===== src/rtl/ram_port_arbiter.sv =====
// Round-robin arbiter mapping up to two requests per cycle onto a dual-port RAM, with
// per-port write turnaround, same-address conflict checks and tagged read-data return.
module ram_port_arbiter #(
  parameter int unsigned NREQ = 4,
  parameter int unsigned AW   = 6,
  parameter int unsigned DW   = 8
) (
  input  logic               clk,
  input  logic               rst,
  input  logic [NREQ-1:0]    req,
  input  logic [NREQ-1:0]    req_we,
  input  logic [NREQ*AW-1:0] req_addr,
  input  logic [NREQ*DW-1:0] req_wdata,
  output logic [NREQ-1:0]    gnt,
  output logic [NREQ-1:0]    rvalid,
  output logic [NREQ*DW-1:0] rdata,
  output logic [AW-1:0]      ram_addr_a,
  output logic [AW-1:0]      ram_addr_b,
  output logic [DW-1:0]      ram_data_a,
  output logic [DW-1:0]      ram_data_b,
  output logic               ram_we_a,
  output logic               ram_we_b,
  input  logic [DW-1:0]      ram_q_a,
  input  logic [DW-1:0]      ram_q_b
);
  localparam int unsigned IW      = $clog2(NREQ);
  localparam int unsigned LastIdx = NREQ - 1;
  localparam logic [IW:0]   NumReq = NREQ[IW:0];
  localparam logic [IW-1:0] LastId = LastIdx[IW-1:0];

  // Port index 0 is RAM port A, index 1 is port B.
  logic [IW-1:0]           rr_ptr_q;
  logic [1:0]              ta_q;
  logic [1:0]              we_q;
  logic [1:0][AW-1:0]      addr_q;
  logic [1:0][DW-1:0]      data_q;
  logic [1:0][2:0]         tv_q;
  logic [1:0][2:0][IW-1:0] tid_q;

  logic [NREQ-1:0]         gnt_c;
  logic [1:0]              sel;
  logic [1:0]              sel_we;
  logic [1:0][IW-1:0]      sel_id;
  logic [1:0][AW-1:0]      sel_addr;
  logic [1:0][DW-1:0]      sel_data;
  logic [IW-1:0]           last_id;
  logic [IW:0]             scan;
  logic [IW-1:0]           idx;
  logic                    cand_we;
  logic [AW-1:0]           cand_addr;
  logic                    clash;
  logic                    placed;

  always_comb begin
    gnt_c     = '0;
    sel       = '0;
    sel_we    = '0;
    sel_id    = '0;
    sel_addr  = '0;
    sel_data  = '0;
    last_id   = rr_ptr_q;
    scan      = '0;
    idx       = '0;
    cand_we   = 1'b0;
    cand_addr = '0;
    clash     = 1'b0;
    placed    = 1'b0;
    for (int k = 0; k < NREQ; k++) begin
      scan = {1'b0, rr_ptr_q} + k[IW:0];
      if (scan >= NumReq) scan = scan - NumReq;
      idx       = scan[IW-1:0];
      cand_we   = req_we[idx];
      cand_addr = req_addr[idx*AW +: AW];
      clash     = 1'b0;
      for (int p = 0; p < 2; p++) begin
        if (sel[p] && (sel_addr[p] == cand_addr) && (sel_we[p] || cand_we)) clash = 1'b1;
      end
      placed = 1'b0;
      if (req[idx] && !rst && !clash) begin
        // Lowest free port that may take this access; writes avoid a turning-around port.
        for (int p = 0; p < 2; p++) begin
          if (!placed && !sel[p] && (!cand_we || !ta_q[p])) begin
            placed      = 1'b1;
            sel[p]      = 1'b1;
            sel_we[p]   = cand_we;
            sel_id[p]   = idx;
            sel_addr[p] = cand_addr;
            sel_data[p] = req_wdata[idx*DW +: DW];
            gnt_c[idx]  = 1'b1;
            last_id     = idx;
          end
        end
      end
    end
  end

  assign gnt = gnt_c;

  always_ff @(posedge clk) begin
    if (rst) begin
      rr_ptr_q <= '0;
      ta_q     <= '0;
      we_q     <= '0;
      addr_q   <= '0;
      data_q   <= '0;
      tv_q     <= '0;
      tid_q    <= '0;
    end else begin
      if (|gnt_c) rr_ptr_q <= (last_id == LastId) ? '0 : last_id + 1'b1;
      for (int p = 0; p < 2; p++) begin
        we_q[p]  <= sel[p] & sel_we[p];
        ta_q[p]  <= sel[p] & ~sel_we[p];
        if (sel[p]) begin
          addr_q[p] <= sel_addr[p];
          data_q[p] <= sel_data[p];
        end
        // Tag stages: RAM drive, address capture, q update; stage 2 routes q back.
        tv_q[p]  <= {tv_q[p][1:0], sel[p] & ~sel_we[p]};
        tid_q[p] <= {tid_q[p][1:0], sel_id[p]};
      end
    end
  end

  always_comb begin
    rvalid = '0;
    rdata  = '0;
    for (int p = 0; p < 2; p++) begin
      if (tv_q[p][2]) begin
        rvalid[tid_q[p][2]]         = 1'b1;
        rdata[tid_q[p][2]*DW +: DW] = (p == 0) ? ram_q_a : ram_q_b;
      end
    end
  end

  assign ram_addr_a = addr_q[0];
  assign ram_addr_b = addr_q[1];
  assign ram_data_a = data_q[0];
  assign ram_data_b = data_q[1];
  assign ram_we_a   = we_q[0];
  assign ram_we_b   = we_q[1];

endmodule


===== config.mk =====
export PLATFORM = sky130hd
export DESIGN_NAME = ram_port_arbiter
export DESIGN_NICKNAME = d
export VERILOG_FILES = /design/src/rtl/ram_port_arbiter.sv
export SDC_FILE = /design/constraint.sdc
export NUM_CORES = 1
export LEC_CHECK = 0
export CAP_MARGIN = 20
export CORE_AREA = 2 2 139 141
export CTS_CLUSTER_SIZE = 24
export DETAILED_ROUTE_END_ITERATION = 12
export DIE_AREA = 0 0 141 143
export PLACE_DENSITY = 0.61
export SYNTH_ARGS = -nofsm -noshare
export SYNTH_HDL_FRONTEND = slang
export SYNTH_SLANG_ARGS = --single-unit

===== constraint.sdc =====
create_clock -name clk -period 9.7 [get_ports clk]
set_input_delay 2.425 -clock clk [delete_from_list [all_inputs] [get_ports clk]]
set_output_delay 2.425 -clock clk [all_outputs]
set_load 0.02 [all_outputs]

# After elaboration in Yosys (flattened, before gate mapping)

Index checks and enable logic that the tools add are counted.

$add $sub $neg: 10
$mul: 4
Magnitude comparators: 16
Eq/ne operators: 7
Shift operators: 12
Multiplexer cells: 139
Bitwise gates (word level): 15
Reductions and logical operators: 70

Operators with widths:

| operator                  | count |
|---|---|
| $shiftx A32 B6 Y8         | 4 |
| $shiftx A24 B6 Y6         | 4 |
| $mux W4                   | 22 |
| $neg A5 Y34               | 2 |
| $shift A8 B34 Y32 const A | 2 |
| $shiftx A8 B34 Y32        | 2 |
| $mux W2                   | 33 |
| $mux W16                  | 4 |
| $mux W32                  | 2 |
| $mux W8                   | 8 |
| $mux W12                  | 4 |
| $mux W6                   | 8 |
| $mux W1                   | 43 |
| $eq A6 B6 Y1              | 6 |
| $logic_and A1 B1 Y1       | 35 |
| $and A32 B32 Y32          | 1 |
| $bwmux W32                | 1 |
| $or A4 B4 Y4              | 8 |
| $logic_not A1 Y1          | 20 |
| $lt A2 B3 Y1 const B      | 6 |
| $bmux W1 S2               | 8 |
| $mul A2 B2 Y4 const B     | 4 |
| $logic_or A1 B1 Y1        | 14 |
| $demux W1 S2              | 6 |
| 11 further kinds          | 26 |

Register bits: 52
Input port bits: 82

# Logic depth before layout (Yosys ltp)

Word-level depth: 53
Depth in mapped cells: 25

# Least setup slack after synthesis

Ideal clock, no wire load.

Kind: input -> output
Start: in req_we[3]
End: out gnt[1]
Arrival time: 5.965 ns
Data required time: 7.275 ns
Path slack: 1.310 ns
Stages: 16
Buffers on the path: 3
Path through: mux4_2 and2_1 buf_2 nor4_2 a32oi_1 a21o_1 buf_6 a41o_1 and3_4 buf_6 nor3_1 o32ai_1 or4_4 o211ai_2 a21oi_1 a221o_1

Word-level cells in the longest chain between the ends: 34
Elaborated cells between the ends (all ways): 133

Ends and longest elaborated chain:

| item                                                              | line | text |
|---|---|---|
| from (decl)                                                       | 11   | `input logic [NREQ-1:0] req_we,` |
| parallel branches: the longest is 33 deep, another holds $mux W12 | --   |  |
| $mux W4 (*)                                                       | 79   | `if (req[idx] && !rst && !clash) begin` |
| to (decl)                                                         | 14   | `output logic [NREQ-1:0] gnt,` |

Every way passes the cells marked *. The select of a mux whose other input is x is not followed.

# Worst setup path in the final report

Start: in req_addr[13]
End: out gnt[2]

Word-level cells in the longest chain between the ends: 28
Elaborated cells between the ends (all ways): 84

Ends and longest elaborated chain:

| item                                                                       | line | text |
|---|---|---|
| from (decl)                                                                | 12   | `input logic [NREQ*AW-1:0] req_addr,` |
| parallel branches: the longest is 27 deep, another holds $shiftx A24 B6 Y6 | --   |  |
| $mux W4 (*)                                                                | 79   |  |

Marked as above.

==> impl_results.html <==
<table>
<tr><th>Metric</th><th>Value</th></tr>
<tr><th colspan="2">Run status</th></tr>
<tr><td>Result of the run</td><td>finished, final reports clean</td></tr>
<tr><th colspan="2">Floorplanning</th></tr>
<tr><td>Die outline height</td><td>143 um</td></tr>
<tr><td>Core area</td><td>0.0186 mm2</td></tr>
<tr><td>Horizontal extent of the die</td><td>141 um</td></tr>
<tr><td>Boundary Pins</td><td>152</td></tr>
<tr><td>Initial Utilization</td><td>34.7%</td></tr>
<tr><td>Area of the die</td><td>0.0202 mm2</td></tr>
<tr><td>Number of standard-cell rows in the floorplan</td><td>50</td></tr>
<tr><th colspan="2">Critical path</th></tr>
<tr><td>Worst-case reg-to-reg path depth</td><td>18</td></tr>
<tr><td>Worst r2r dst</td><td>ram_addr_b[4]</td></tr>
<tr><td>Setup crit end kind</td><td>primary output</td></tr>
<tr><td>Register-to-register setup slack</td><td>3.52 ns</td></tr>
<tr><td>Type of origin of the critical path</td><td>input port</td></tr>
<tr><td>Category of the most critical setup path</td><td>input port to primary output</td></tr>
<tr><td>Launch instance of the worst register-to-register path</td><td>rr_ptr_q[0]</td></tr>
<tr><td>Arrival time of the worst setup path</td><td>7.08 ns</td></tr>
<tr><td>Maximum fanout along the worst path</td><td>9</td></tr>
<tr><td>Worst EP required</td><td>~7.3 ns</td></tr>
<tr><th colspan="2">Cells and area</th></tr>
<tr><td>Number of nets in the final layout</td><td>942</td></tr>
<tr><td>Share of final-layout standard cells stronger than drive strength 1</td><td>16.5%</td></tr>
<tr><td>Area added between synthesis and finish</td><td>29.1%</td></tr>
<tr><td>Final design area excluding fillers</td><td>0.00832 mm2</td></tr>
<tr><td># diodes</td><td>0</td></tr>
<tr><td>Fillcell total</td><td>1780</td></tr>
<tr><th colspan="2">GRT</th></tr>
<tr><td>Via count of the first global-routing pass</td><td>6457</td></tr>
<tr><td>Largest net degree at the start of global routing</td><td>56</td></tr>
<tr><td>GRT Resource Usage Total</td><td>21.6%</td></tr>
<tr><td>Wire length of the first global-routing pass</td><td>between 30000 and 40000 um</td></tr>
<tr><td>Total congestion overflow</td><td>0</td></tr>
<tr><td>Initial antenna violation count</td><td>0</td></tr>
<tr><th colspan="2">Drt</th></tr>
<tr><td>Number of iterations in the first detailed-routing pass</td><td>7</td></tr>
<tr><td>1st-iter DRT viols</td><td>523</td></tr>
<tr><td>Detailed-route wire length per cell</td><td>around 20 um</td></tr>
<tr><td>Post-route ant nets</td><td>0</td></tr>
<tr><td>Total via count after detailed routing</td><td>6736</td></tr>
<tr><td>Via/cell ratio</td><td>6.27</td></tr>
<tr><td>Number of DRC violations after detailed routing</td><td>0</td></tr>
<tr><td>Routed wire length</td><td>22000 um</td></tr>
<tr><th colspan="2">Power</th></tr>
<tr><td>VDD IR-drop max</td><td>182 uV</td></tr>
<tr><td>Pwr Density</td><td>275 mW/mm2</td></tr>
<tr><td>Leakage power</td><td>2.85 nW</td></tr>
<tr><td>Final Power</td><td>0.00229 W</td></tr>
<tr><th colspan="2">Clock network</th></tr>
<tr><td>Clock buffers created by TritonCTS</td><td>5</td></tr>
<tr><td>Root Buffer</td><td>sky130_fd_sc_hd__clkbuf_16</td></tr>
<tr><td>Number of sinks handled by clock tree synthesis</td><td>50</td></tr>
<tr><td>Number of levels in the clock H-tree</td><td>2</td></tr>
<tr><td>Post-CTS setup buffer count</td><td>0</td></tr>
<tr><td>Maximum number of buffers from clock root to sink</td><td>2</td></tr>
<tr><td>CTS tree</td><td>yes</td></tr>
<tr><td>Clock latency at the later pin of the worst-skew pair</td><td>0.29 ns</td></tr>
<tr><td>Clock slew seen by the registers of the worst setup and hold paths</td><td>0.07 ns</td></tr>
<tr><th colspan="2">Placed design</th></tr>
<tr><td>Port Buffer Count</td><td>151</td></tr>
<tr><td>Placed Area</td><td>slightly above 0.008 mm2</td></tr>
<tr><td>RePlAce Congestion</td><td>roughly 0.97</td></tr>
<tr><td>Half-perimeter wire length of the detailed placement result</td><td>16200 um</td></tr>
<tr><td>Setup WS pre-CTS</td><td>0.136 ns</td></tr>
<tr><th colspan="2">Synth</th></tr>
<tr><td>Number of warnings issued by yosys</td><td>0</td></tr>
<tr><td>Ys flop type</td><td>sky130_fd_sc_hd__dfxtp_1</td></tr>
<tr><td>Syn Area/Cell</td><td>9.03 um2</td></tr>
<tr><td>Number of distinct library cells after synthesis</td><td>85</td></tr>
<tr><td>Mapped cell area</td><td>0.00645 mm2</td></tr>
<tr><td>Synthesized Nets</td><td>816</td></tr>
<tr><td>Register area share after synthesis</td><td>15.5%</td></tr>
<tr><td>Post-Synthesis Cells</td><td>714</td></tr>
<tr><td>Post-synthesis sequential element count</td><td>50</td></tr>
<tr><td>Post-synth ARST share</td><td>0%</td></tr>
<tr><td>Number of synthesized flops with an enable pin</td><td>0</td></tr>
<tr><th colspan="2">STA</th></tr>
<tr><td>Hold Fails Final Rpt</td><td>0</td></tr>
<tr><td>Max-slew violation count</td><td>0</td></tr>
<tr><td>Highest Clock Rate</td><td>105 MHz</td></tr>
<tr><td>Post-route clock skew</td><td>0.00703 ns</td></tr>
<tr><td>Slew Limit Headroom</td><td>32.1%</td></tr>
<tr><td>Slew of the pin with the lowest slew margin</td><td>1.01 ns</td></tr>
<tr><td>Post-layout min period</td><td>9.50 ns</td></tr>
<tr><td>Share of the cycle needed by the critical path after routing</td><td>97.9%</td></tr>
<tr><td>Unrepaired setup endpoints after global routing</td><td>no</td></tr>
<tr><td>Total Neg Setup Slack</td><td>0 ns</td></tr>
<tr><td>Final WS setup</td><td>between 0.15 and 0.2 ns</td></tr>
<tr><td>Count of endpoints failing setup in the final report</td><td>0</td></tr>
<tr><th colspan="2">Worst hold path</th></tr>
<tr><td>Depth of the worst hold-timing path</td><td>1</td></tr>
<tr><td>Hold path startpoint</td><td>tid_q[3]</td></tr>
<tr><td>Endpoint of the worst hold path</td><td>tid_q[5]</td></tr>
<tr><td>Hold Path Class</td><td>register to register</td></tr>
<tr><th colspan="2">Flow run</th></tr>
<tr><td>Count of max-cap constraint violations</td><td>0</td></tr>
</table>
[critical path: stages]
cell	delay [ns]
sky130_fd_sc_hd__clkdlybuf4s50_1	0.53
sky130_fd_sc_hd__mux4_2	0.63
sky130_fd_sc_hd__xor2_1	0.21
sky130_fd_sc_hd__nor4_2	0.34
sky130_fd_sc_hd__a21boi_1	0.15
sky130_fd_sc_hd__a21o_2	0.29
sky130_fd_sc_hd__a211o_1	0.36
sky130_fd_sc_hd__a211oi_1	0.26
sky130_fd_sc_hd__a2111o_1	0.16
sky130_fd_sc_hd__o22ai_1	0.08
sky130_fd_sc_hd__or4_4	0.50
sky130_fd_sc_hd__o211ai_2	0.11
sky130_fd_sc_hd__a21oi_2	0.10
sky130_fd_sc_hd__a221o_1	0.37
sky130_fd_sc_hd__clkdlybuf4s50_1	0.54
[worst max path at each step]
stage                       from     end  slack, ns  depth (start not counted)
finish              req_addr[13]  gnt[2]       0.20                         15
global placement       req_we[1]  gnt[2]       0.20                         15
CTS                 req_addr[13]  gnt[2]       0.11                         16
detailed placement  req_addr[13]  gnt[1]       0.14                         16
global route              req[0]  gnt[2]      0.005                         15
floorplan              req_we[3]  gnt[1]       1.31                         16
[logic make-up (layout without fill, tap and decap cells)]
kind of cell	Yosys count	after routing	share of synthesized area [%]
AOI/OAI and AO/OA	237	237	29.4
xor gates and xnor gates	16	16	2.17
adders and majority gates	20	20	3.88
buffers and inverters	75	202	5.49
DFF	50	50	15.5
muxes	74	74	24.2
and+or+nand+nor	242	242	19.3
[state kept, by name, summed over array words and instances (netlist names)]
signal / count
ram_addr_a: 6
tid_q: 12
ram_addr_b: 6
ta_q: 1
we_q: 2
tv_q: 5
ram_data_a: 8
ram_data_b: 8
rr_ptr_q: 2
[cells in the mapped netlist (all sizes together) (20+ instances only)]
library cell  number  share of area [%]
nor2b             26                2.5
nor3              21                1.7
nand2             69                4.1
nand3             36                2.8
a31oi             23                2.2
dfxtp             50                 16
mux4              65                 23
buf               20                2.3
nor2              34                2.0
clkbuf            37                2.2
a22o              42                5.7
ha                20                3.9
a21oi             29                2.3
o21ai             27                2.2
[what timing repair did]
action                     4_1_cts  5_1_grt
gates resized for setup          0        2
hold buffers                     0        0
setup endpoints to repair        0        4
[cells in the final DEF (no fill, tap or decap), drive strengths merged, types with 20 or more instances in the layout]
master / instances
nor2b: 26
nand2: 69
o21ai: 27
nand3: 36
a22o: 42
mux4: 65
a21oi: 29
nor3: 21
buf: 25
a31oi: 23
ha: 20
dfxtp: 50
clkdlybuf4s50: 151
nor2: 34
[routing by layer]
layer | vias up | track usage, % | share of wire, %
met5 | - | 0 | 0
met4 | 0 | 4.68 | 1.4
met3 | 25 | 2.58 | 6.9
met2 | 302 | 36.2 | 47
met1 | 3295 | 30.1 | 44
li1 | 3114 | - | -
[where the power goes]
group          total [W]  switching (W)  internal, W
registers       0.000350      0.0000713     0.000279
clock network   0.000180      0.0000836    0.0000967
logic            0.00175       0.000996     0.000758
total            0.00229        0.00115      0.00113
[area by class of cell]
| class | count | area (um2) | share of cell area [%] |
|---|---|---|---|
| inverters | 18 | 67.6 | 0.812 |
| multi-input cells | 589 | 5100 | 61.3 |
| clock buffers | 5 | 125 | 1.50 |
| clock inverters | 3 | 23.8 | 0.286 |
| well taps | 234 | 293 | 3.52 |
| flip-flops and latches | 50 | 1010 | 12.1 |
| repair buffers | 176 | 1700 | 20.5 |
[per-stage QoR]
stage	hold slack (ns)	utilization (%)	std cells
after CTS	0.442	44.7	1074
final	0.438	44.8	1075
after global routing	0.458	44.8	1075
after floorplan	0.414	-	714
after detailed placement	0.425	43.9	1066
after global placement	0.416	43.9	1066
(Power assumes the default switching activity.)
